$ cat src/rtl/jtpang_objdma.sv
// Object-table DMA: on a dma_go edge, take the Z80 bus and copy 2^AW bytes of
// sprite attributes from video RAM into the object line-engine buffer.
module jtpang_objdma #(
    parameter int AW  = 9,
    parameter int LAT = 1
) (
    input  logic          clk,
    input  logic          rst,
    input  logic          cen,
    input  logic          dma_go,
    output logic          busrq_n,
    input  logic          busak_n,
    output logic [AW-1:0] src_addr,
    output logic          src_cs,
    input  logic [7:0]    src_dout,
    output logic [AW-1:0] obj_addr,
    output logic [7:0]    obj_din,
    output logic          obj_we,
    output logic          busy
);
    typedef enum logic [1:0] {IDLE, REQ, COPY, REL} state_t;

    localparam logic [AW:0]    LAST = {1'b0, {AW{1'b1}}};
    localparam logic [AW:0]    ONE  = (AW+1)'(1);
    localparam logic [LAT-1:0] VIN  = LAT'(1);

    state_t         state_q;
    logic           go_l_q, pend_q, pend_d;
    logic           busrq_n_q, busy_q, src_cs_q, obj_we_q;
    logic [AW:0]    cnt_q, wcnt_q;
    logic [LAT-1:0] vld_pipe_q;
    logic [AW-1:0]  obj_addr_q;
    logic [7:0]     obj_din_q;
    logic           rise, take, wr;

    assign rise   = dma_go & ~go_l_q;
    assign take   = cen & pend_q & ((state_q == IDLE) | (state_q == REL));
    // A new edge in the same clk as the hand-off is a distinct request, so set wins.
    assign pend_d = (pend_q & ~take) | rise;
    // vld_pipe_q marks which in-flight reads carry a fresh address; the oldest one lands now.
    assign wr     = cen & (state_q == COPY) & ~busak_n & vld_pipe_q[LAT-1];

    always_ff @(posedge clk or posedge rst) begin
        if (rst) begin
            state_q    <= IDLE;
            go_l_q     <= 1'b0;
            pend_q     <= 1'b0;
            busrq_n_q  <= 1'b1;
            busy_q     <= 1'b0;
            src_cs_q   <= 1'b0;
            obj_we_q   <= 1'b0;
            cnt_q      <= '0;
            wcnt_q     <= '0;
            vld_pipe_q <= '0;
            obj_addr_q <= '0;
            obj_din_q  <= '0;
        end else begin
            go_l_q   <= dma_go;
            pend_q   <= pend_d;
            obj_we_q <= wr;
            if (cen) begin
                case (state_q)
                    IDLE: if (pend_q) begin
                        state_q   <= REQ;
                        busrq_n_q <= 1'b0;
                        busy_q    <= 1'b1;
                    end
                    REQ: if (!busak_n) begin
                        state_q    <= COPY;
                        cnt_q      <= '0;
                        wcnt_q     <= '0;
                        vld_pipe_q <= '0;
                        src_cs_q   <= 1'b1;
                    end
                    COPY: if (busak_n) begin
                        // Bus lost: drop in-flight reads and refetch from the write pointer.
                        cnt_q      <= wcnt_q;
                        vld_pipe_q <= '0;
                    end else begin
                        if (cnt_q != LAST) cnt_q <= cnt_q + ONE;
                        vld_pipe_q <= (vld_pipe_q << 1) | VIN;
                        if (vld_pipe_q[LAT-1]) begin
                            obj_addr_q <= wcnt_q[AW-1:0];
                            obj_din_q  <= src_dout;
                            wcnt_q     <= wcnt_q + ONE;
                            if (wcnt_q == LAST) begin
                                state_q   <= REL;
                                busrq_n_q <= 1'b1;
                                src_cs_q  <= 1'b0;
                            end
                        end
                    end
                    REL: begin
                        state_q   <= pend_q ? REQ : IDLE;
                        busrq_n_q <= ~pend_q;
                        busy_q    <= pend_q;
                    end
                    default: state_q <= IDLE;
                endcase
            end
        end
    end

    assign busrq_n  = busrq_n_q;
    assign busy     = busy_q;
    assign src_cs   = src_cs_q;
    assign src_addr = cnt_q[AW-1:0];
    assign obj_we   = obj_we_q;
    assign obj_addr = obj_addr_q;
    assign obj_din  = obj_din_q;
endmodule

$ cat config.mk
export PLATFORM = sky130hd
export DESIGN_NAME = jtpang_objdma
export DESIGN_NICKNAME = d
export VERILOG_FILES = /design/src/rtl/jtpang_objdma.sv
export SDC_FILE = /design/constraint.sdc
export NUM_CORES = 1
export LEC_CHECK = 0
export BUFFER_PORTS_ARGS = -buffer_cell sky130_fd_sc_hd__clkbuf_2
export CAP_MARGIN = 20
export CORE_MARGIN = 1.5
export CORE_UTILIZATION = 50
export CTS_BUF_LIST = sky130_fd_sc_hd__clkbuf_2
export CTS_CLUSTER_DIAMETER = 60
export DETAILED_ROUTE_END_ITERATION = 10
export PLACE_DENSITY = 0.72
export SLEW_MARGIN = 20
export SYNTH_ARGS = -nofsm -noshare
export SYNTH_HDL_FRONTEND = slang
export SYNTH_SLANG_ARGS = --single-unit
$ cat constraint.sdc
create_clock -name clk -period 2.2 [get_ports clk]
set_clock_uncertainty 0.15 [all_clocks]
set_input_delay 0.22 -clock clk [delete_from_list [all_inputs] [get_ports clk]]
set_output_delay 0.22 -clock clk [all_outputs]
set_load 0.05 [all_outputs]
==> results.yml, run 1 <==
clock_tree:
  clk_pin_slew_ns: 0.23
  cts_made_buffers: 5
  postCtsSetupBuffers: 0
  cts_buffer_depth: 2
  clock_latency_ns: 0.43
  post_cts_resized: 0
  cts_root_buf: "clkbuf_2"
  cts.sinks: 46
  cts_tree: "yes"
  htree_levels: 2
yosys:
  synth_nets: 312
  netlist_instances: 292
  ys_types: 60
  synth_edf_count: 0
  synth_flop_cell: "dfrtp_1"
  netlist_area_um2: 2610
  ys_warn_count: 0
  yosysSeqAreaShare_pct: 44.1
  synthArstFlopShare_pct: 100
  syn_avg_cell_area_um2: 8.95
  synth_seq_cells: 46
placed_design:
  io_buffers: 42
  dp_hpwl_um: 4310
  place_congestion: 0.865
route:
  post-route-drc-count: 0
  wl_um: 5950
  routed_via_density: 5.60
  routed-via-count: 2311
  drt_iter0_drc: 161
  wire_per_inst_um: 14.4
  ant_nets: 0
  firstDrtPassIters: 4
power_and_ir_drop:
  p_switching_mw: 1.49
  pwr_density_cell_nw_per_um2: 1020
  irDropWorstVdd_uv: 810
  comb_power_share_pct: 50.1
  leakage_nw: 1.45
  internal_power_mw: 1.61
  p_seq_share_pct: 38.2
  power_frac_clock_pct: 11.7
  power.share.switching_pct: 48.0
global_route:
  antenna_found_initial: 0
  grt_pass1_vias: 2200
  grt_max_degree: 28
  grt_usage_pct: 23.5
  grt_pass1_wl_um: 10000
  globalRouteOverflowTotal: 0
sta:
  hold_violations: 0
  tns_ns: 0
  rsz0062_at_grt: "no"
  slew_viol_final: 0
  worstMarginPinSlew_ns: 0.477
  maxSlewHeadroom_pct: 68.1
  setup_viol: 0
  min_period_ns: 2.07
  fmax_ghz: 0.484
  post-route-period-util_pct: 93.9
cells_and_area:
  fin_util_pct: 59.7
  drive_above_1_share_pct: 23.3
  area_growth_syn_to_layout_pct: 16.0
  fin_nets: 362
  antenna_cells: 0
die:
  io_pins: 43
  dieWidth_um: 75.3
  start_util_pct: 51.5
  fp.dieH_um: 75.3
  num_rows: 26
  dieArea_um2: 5670
  core_um2: 5070
setup_path:
  end_kind: "flip-flop"
  worst-endpoint-required_ns: 2.38
  rrSetupSlack_ns: 0.13
  ff2ff_path_depth: 8
  arrival_ns: 2.24
  path_class: "flip-flop to flip-flop"
  start_kind: "flip-flop"
  r2r_end: "wcnt_q[8]"
  timing.rr.start: "state_q[0]"
  crit_fanout: 7
run:
  drv_cap: 0
hold_path:
  holdPathEnd: "busy"
  whs_path_depth: 3
  hold_class: "input pin to flip-flop"
  worstHoldStart: "cen"
run_status:
  status: "completed"
worst max-delay path, stage by stage (launching register included):
cell and delay, ns:
dfrtp_1 0.46, inv_1 0.13, ha_1 0.19, buf_4 0.17, nand2b_4 0.09, or2_1 0.29
clkinv_4 0.09, nand2_1 0.09, o41ai_1 0.30
metal layers:
layer / GRT usage [%] / up-vias / wire, um
li1: - / 1127 / -
met1: 31.4 / 1108 / 2730
met2: 37.4 / 68 / 2830
met3: 4.55 / 8 / 291
met4: 9.72 / 0 / 95
met5: 0 / - / 0
flip-flops by register name (all words and copies together) (netlist names):
name / flops
busrq_n: 1
busy: 1
cnt_q: 10
go_l_q: 1
obj_addr: 9
obj_din: 8
obj_we: 1
pend_q: 1
src_cs: 1
state_q: 2
vld_pipe_q: 1
wcnt_q: 10
metrics by stage:
step	cells	worst slack, ns	instance area [um^2]	total power, mW	hold WS (ns)
after detailed placement	394	0.145	2880	2.74	0.107
after CTS	413	0.100	3030	3.12	0.00975
final	413	0.134	3030	3.09	0.0458
after global routing	413	0.00576	3030	3.32	0.0149
after floorplan	292	0.235	2610	2.36	0.101
after global placement	394	0.242	2880	2.71	0.105
power groups by stage:
stage	Combinational [mW]	Sequential (mW)	Clock (mW)
2_1_floorplan	0.830	1.53	0
4_1_cts	1.56	1.18	0.380
3_5_place_dp	1.54	1.20	0
6_report	1.55	1.18	0.363
5_1_grt	1.70	1.22	0.413
3_3_place_gp	1.52	1.19	0
cells in the mapped netlist (4+ instances only):
library cell / number / area share (%)
a21oi_1: 12 / 2.3
buf_2: 4 / 0.77
buf_4: 10 / 2.9
clkbuf_1: 7 / 1.0
dfrtp_1: 45 / 43
ha_1: 7 / 3.4
inv_1: 10 / 1.4
nand2_1: 73 / 10
nand3_1: 11 / 2.1
nor2_1: 11 / 1.6
nor3_1: 7 / 1.3
o21ai_0: 24 / 4.6
o31ai_1: 6 / 1.7
timing repair:
action                     CTS  global route
hold endpoints to repair    56             0
hold buffers                11             0
setup endpoints to repair    0             0
kinds of logic (layout without fill, tap and decap cells):
family / Yosys count / count (layout) / share of synthesized area (%)
multiplexers: 2 / 2 / 0.814
AND/OR/NAND/NOR: 134 / 134 / 25.9
adder cells (fa/ha/maj): 7 / 7 / 3.35
AO/OA/AOI/OAI: 68 / 68 / 18.4
buffers and inverters: 35 / 86 / 7.42
flip-flops: 46 / 46 / 44.1
placed cells by master, fill, tap and decap left out, types with 6 or more instances in the layout:
| cell | n |
|---|---|
| nand2_1 | 73 |
| dfrtp_1 | 45 |
| inv_1 | 9 |
| nand3_1 | 11 |
| dlygate4sd3_1 | 11 |
| a21oi_1 | 12 |
| o31ai_1 | 6 |
| nor2_1 | 11 |
| nor3_1 | 7 |
| clkbuf_2 | 48 |
| ha_1 | 7 |
| o21ai_0 | 24 |
| buf_4 | 12 |
worst max-delay path by stage:
stage,slack (ns),endpoint,cells after the start,startpoint
global placement,0.24,wcnt_q[6],5,state_q[0]
floorplan,0.24,wcnt_q[6],7,state_q[0]
detailed placement,0.15,wcnt_q[8],8,state_q[0]
global route,0.006,wcnt_q[6],5,state_q[1]
finish,0.13,wcnt_q[8],8,state_q[0]
CTS,0.10,wcnt_q[8],8,state_q[0]
layout make-up:
| type | instances | area [um^2] |
|---|---|---|
| timing repair buffer | 66 | 430 |
| clock inverter | 2 | 13.8 |
| inverter | 12 | 50.0 |
| fill | 460 | 2040 |
| sequential | 46 | 1150 |
| multi-input combinational | 211 | 1270 |
| clock buffer | 6 | 30.0 |
| tap | 70 | 87.6 |
Note: power is estimated with default switching activity, not from simulation.
==> inputs of run 2 (changes only) <==
--- a/config.mk
+++ b/config.mk
@@ -8,11 +8,11 @@
 export BUFFER_PORTS_ARGS = -buffer_cell sky130_fd_sc_hd__clkbuf_2
 export CAP_MARGIN = 20
 export CORE_MARGIN = 1.5
-export CORE_UTILIZATION = 50
+export CORE_UTILIZATION = 55
 export CTS_BUF_LIST = sky130_fd_sc_hd__clkbuf_2
 export CTS_CLUSTER_DIAMETER = 60
 export DETAILED_ROUTE_END_ITERATION = 10
-export PLACE_DENSITY = 0.72
+export PLACE_DENSITY = 0.78
 export SLEW_MARGIN = 20
 export SYNTH_ARGS = -nofsm -noshare
 export SYNTH_HDL_FRONTEND = slang
==> results.yml, run 2 (synthesized netlist as in run 1, its figures left out) <==
route:
  drt_iter0_drc: 181
  ant_nets: 0
  post-route-drc-count: 0
  routed_via_density: 5.89
  wl_um: 5890
  routed-via-count: 2304
  wire_per_inst_um: 15.1
  firstDrtPassIters: 7
sta:
  fmax_ghz: 0.478
  finalWorstSetupSlack_ns: 0.108
  maxSlewHeadroom_pct: 66.7
  setup_viol: 0
  rsz0062_at_grt: "no"
  min_period_ns: 2.09
  post-route-period-util_pct: 95.1
  hold_slack_ns: 0.0428
  hold_violations: 0
  worstMarginPinSlew_ns: 0.498
  slew_viol_final: 0
  tns_ns: 0
cells_and_area:
  fin_util_pct: 67.0
  antenna_cells: 0
  area_growth_syn_to_layout_pct: 14.8
  final_cell_mix: "nand2_1 (73), clkbuf_2 (47), dfrtp_1 (43), o21ai_0 (24), a21oi_1 (12)"
  fin_area_um2: 3000
  layout_commonest_cell: "nand2_1"
  fill_cells: 360
  drive_above_1_share_pct: 23.6
  final_cells: 391
  fin_nets: 358
power_and_ir_drop:
  power_frac_clock_pct: 11.7
  pwr_density_cell_nw_per_um2: 1030
  leakage_nw: 1.43
  finalPower_mw: 3.10
  power.share.switching_pct: 48.9
  irDropWorstVdd_uv: 707
  p_seq_share_pct: 39.2
  internal_power_mw: 1.58
  p_switching_mw: 1.51
  comb_power_share_pct: 49.1
placed_design:
  io_buffers: 42
  dp_hpwl_um: 4040
  post_dp_cell_area_um2: 2820
  dp_cells: 372
  place_congestion: 0.890
  preCtsSetupSlack_ns: 0.106
setup_path:
  path_class: "flip-flop to flip-flop"
  rrSetupSlack_ns: 0.11
  crit_path_cell_trace: "inv_1 > ha_1 > o2111ai_2 > or4b_1 > o211ai_1"
  critPathBufInv: 1
  r2r_end: "wcnt_q[6]"
  crit_fanout: 9
  slowest_delay_ns: 0.53
  crit_family: "simple AND/OR/NAND/NOR gates"
  ff2ff_path_depth: 5
  arrival_ns: 2.30
  end_kind: "flip-flop"
  start_kind: "flip-flop"
  slowest_stage: "or4b_1"
  timing.rr.start: "state_q[0]"
  worst-endpoint-required_ns: 2.41
hold_path:
  worstHoldStart: "cen"
  hold_class: "input pin to flip-flop"
  holdPathEnd: "busy"
  whs_path_depth: 3
clock_tree:
  cts_root_buf: "clkbuf_2"
  clock_latency_ns: 0.45
  cts.sinks: 46
  htree_levels: 2
  cts_buffer_depth: 2
  cts_made_buffers: 5
  clk_pin_slew_ns: 0.21
  cts_tree: "yes"
global_route:
  grt_max_degree: 26
  grt_usage_pct: 24.2
  grt_pass1_wl_um: 9920
  grt_pass1_vias: 2064
  globalRouteOverflowTotal: 0
  antenna_found_initial: 0
die:
  core_um2: 4470
  io_pins: 43
  start_util_pct: 58.4
  dieArea_um2: 5170
  fp.dieH_um: 71.9
  num_rows: 24
  dieWidth_um: 71.9
run_status:
  status: "completed"
run:
  drv_cap: 0
[run 2: cell count changes in the layout (fill, tap and decap cells not counted)]
cell,change
buf_6,+1
o41ai_2,+1
dfrtp_1,-2
clkbuf_2,-1
nand3_2,+1
buf_4,-5
o41ai_1,-1
clkinvlp_4,+1
dfrtp_2,+2
nand3_1,-1
[run 2: what timing repair did]
item | CTS | global route
endpoints found under the hold margin | 56 | 1
buffers inserted | 0 | 0
hold buffers | 10 | 1
setup endpoints to repair | 0 | 8
gates resized for setup | 0 | 5
[run 2: worst max path at each step]
| stage | start | endpoint | slack [ns] | cells after the start |
|---|---|---|---|---|
| finish | state_q[0] | wcnt_q[6] | 0.11 | 5 |
| global route | wcnt_q[0] | state_q[1] | 0.02 | 5 |
| CTS | wcnt_q[0] | state_q[1] | 0.05 | 5 |
| detailed placement | wcnt_q[0] | state_q[1] | 0.11 | 5 |
| global placement | wcnt_q[0] | state_q[1] | 0.13 | 5 |
| floorplan | state_q[0] | wcnt_q[6] | 0.24 | 7 |
[run 2: power by group through the flow]
| stage | clock, mW | combinational, mW | sequential (mW) |
|---|---|---|---|
| 2_1_floorplan | 0 | 0.830 | 1.53 |
| 3_3_place_gp | 0 | 1.45 | 1.21 |
| 3_5_place_dp | 0 | 1.48 | 1.22 |
| 4_1_cts | 0.373 | 1.49 | 1.20 |
| 5_1_grt | 0.408 | 1.64 | 1.24 |
| 6_report | 0.363 | 1.52 | 1.21 |
[run 2: area by class of cell]
cell class	count	area (um^2)	share of cell area, %
inverters	12	50.0	1.67
flip-flops and latches	46	1150	38.5
clock inverters	3	21.3	0.709
well taps	52	65.1	2.17
clock buffers	5	25.0	0.834
repair buffers	62	404	13.5
multi-input cells	211	1280	42.6
[run 2: worst min-delay path, stage by stage]
cell	delay (ns)
clkbuf_2	0.19
o21ai_0	0.12
a21oi_1	0.07
[run 2: metal layers]
metal	GRT usage (%)	vias to the layer above	wire [um]
met5	0	-	0
met3	4.58	10	366
met4	5.66	0	55
met2	38.3	94	2660
li1	-	1113	-
met1	34.9	1087	2800
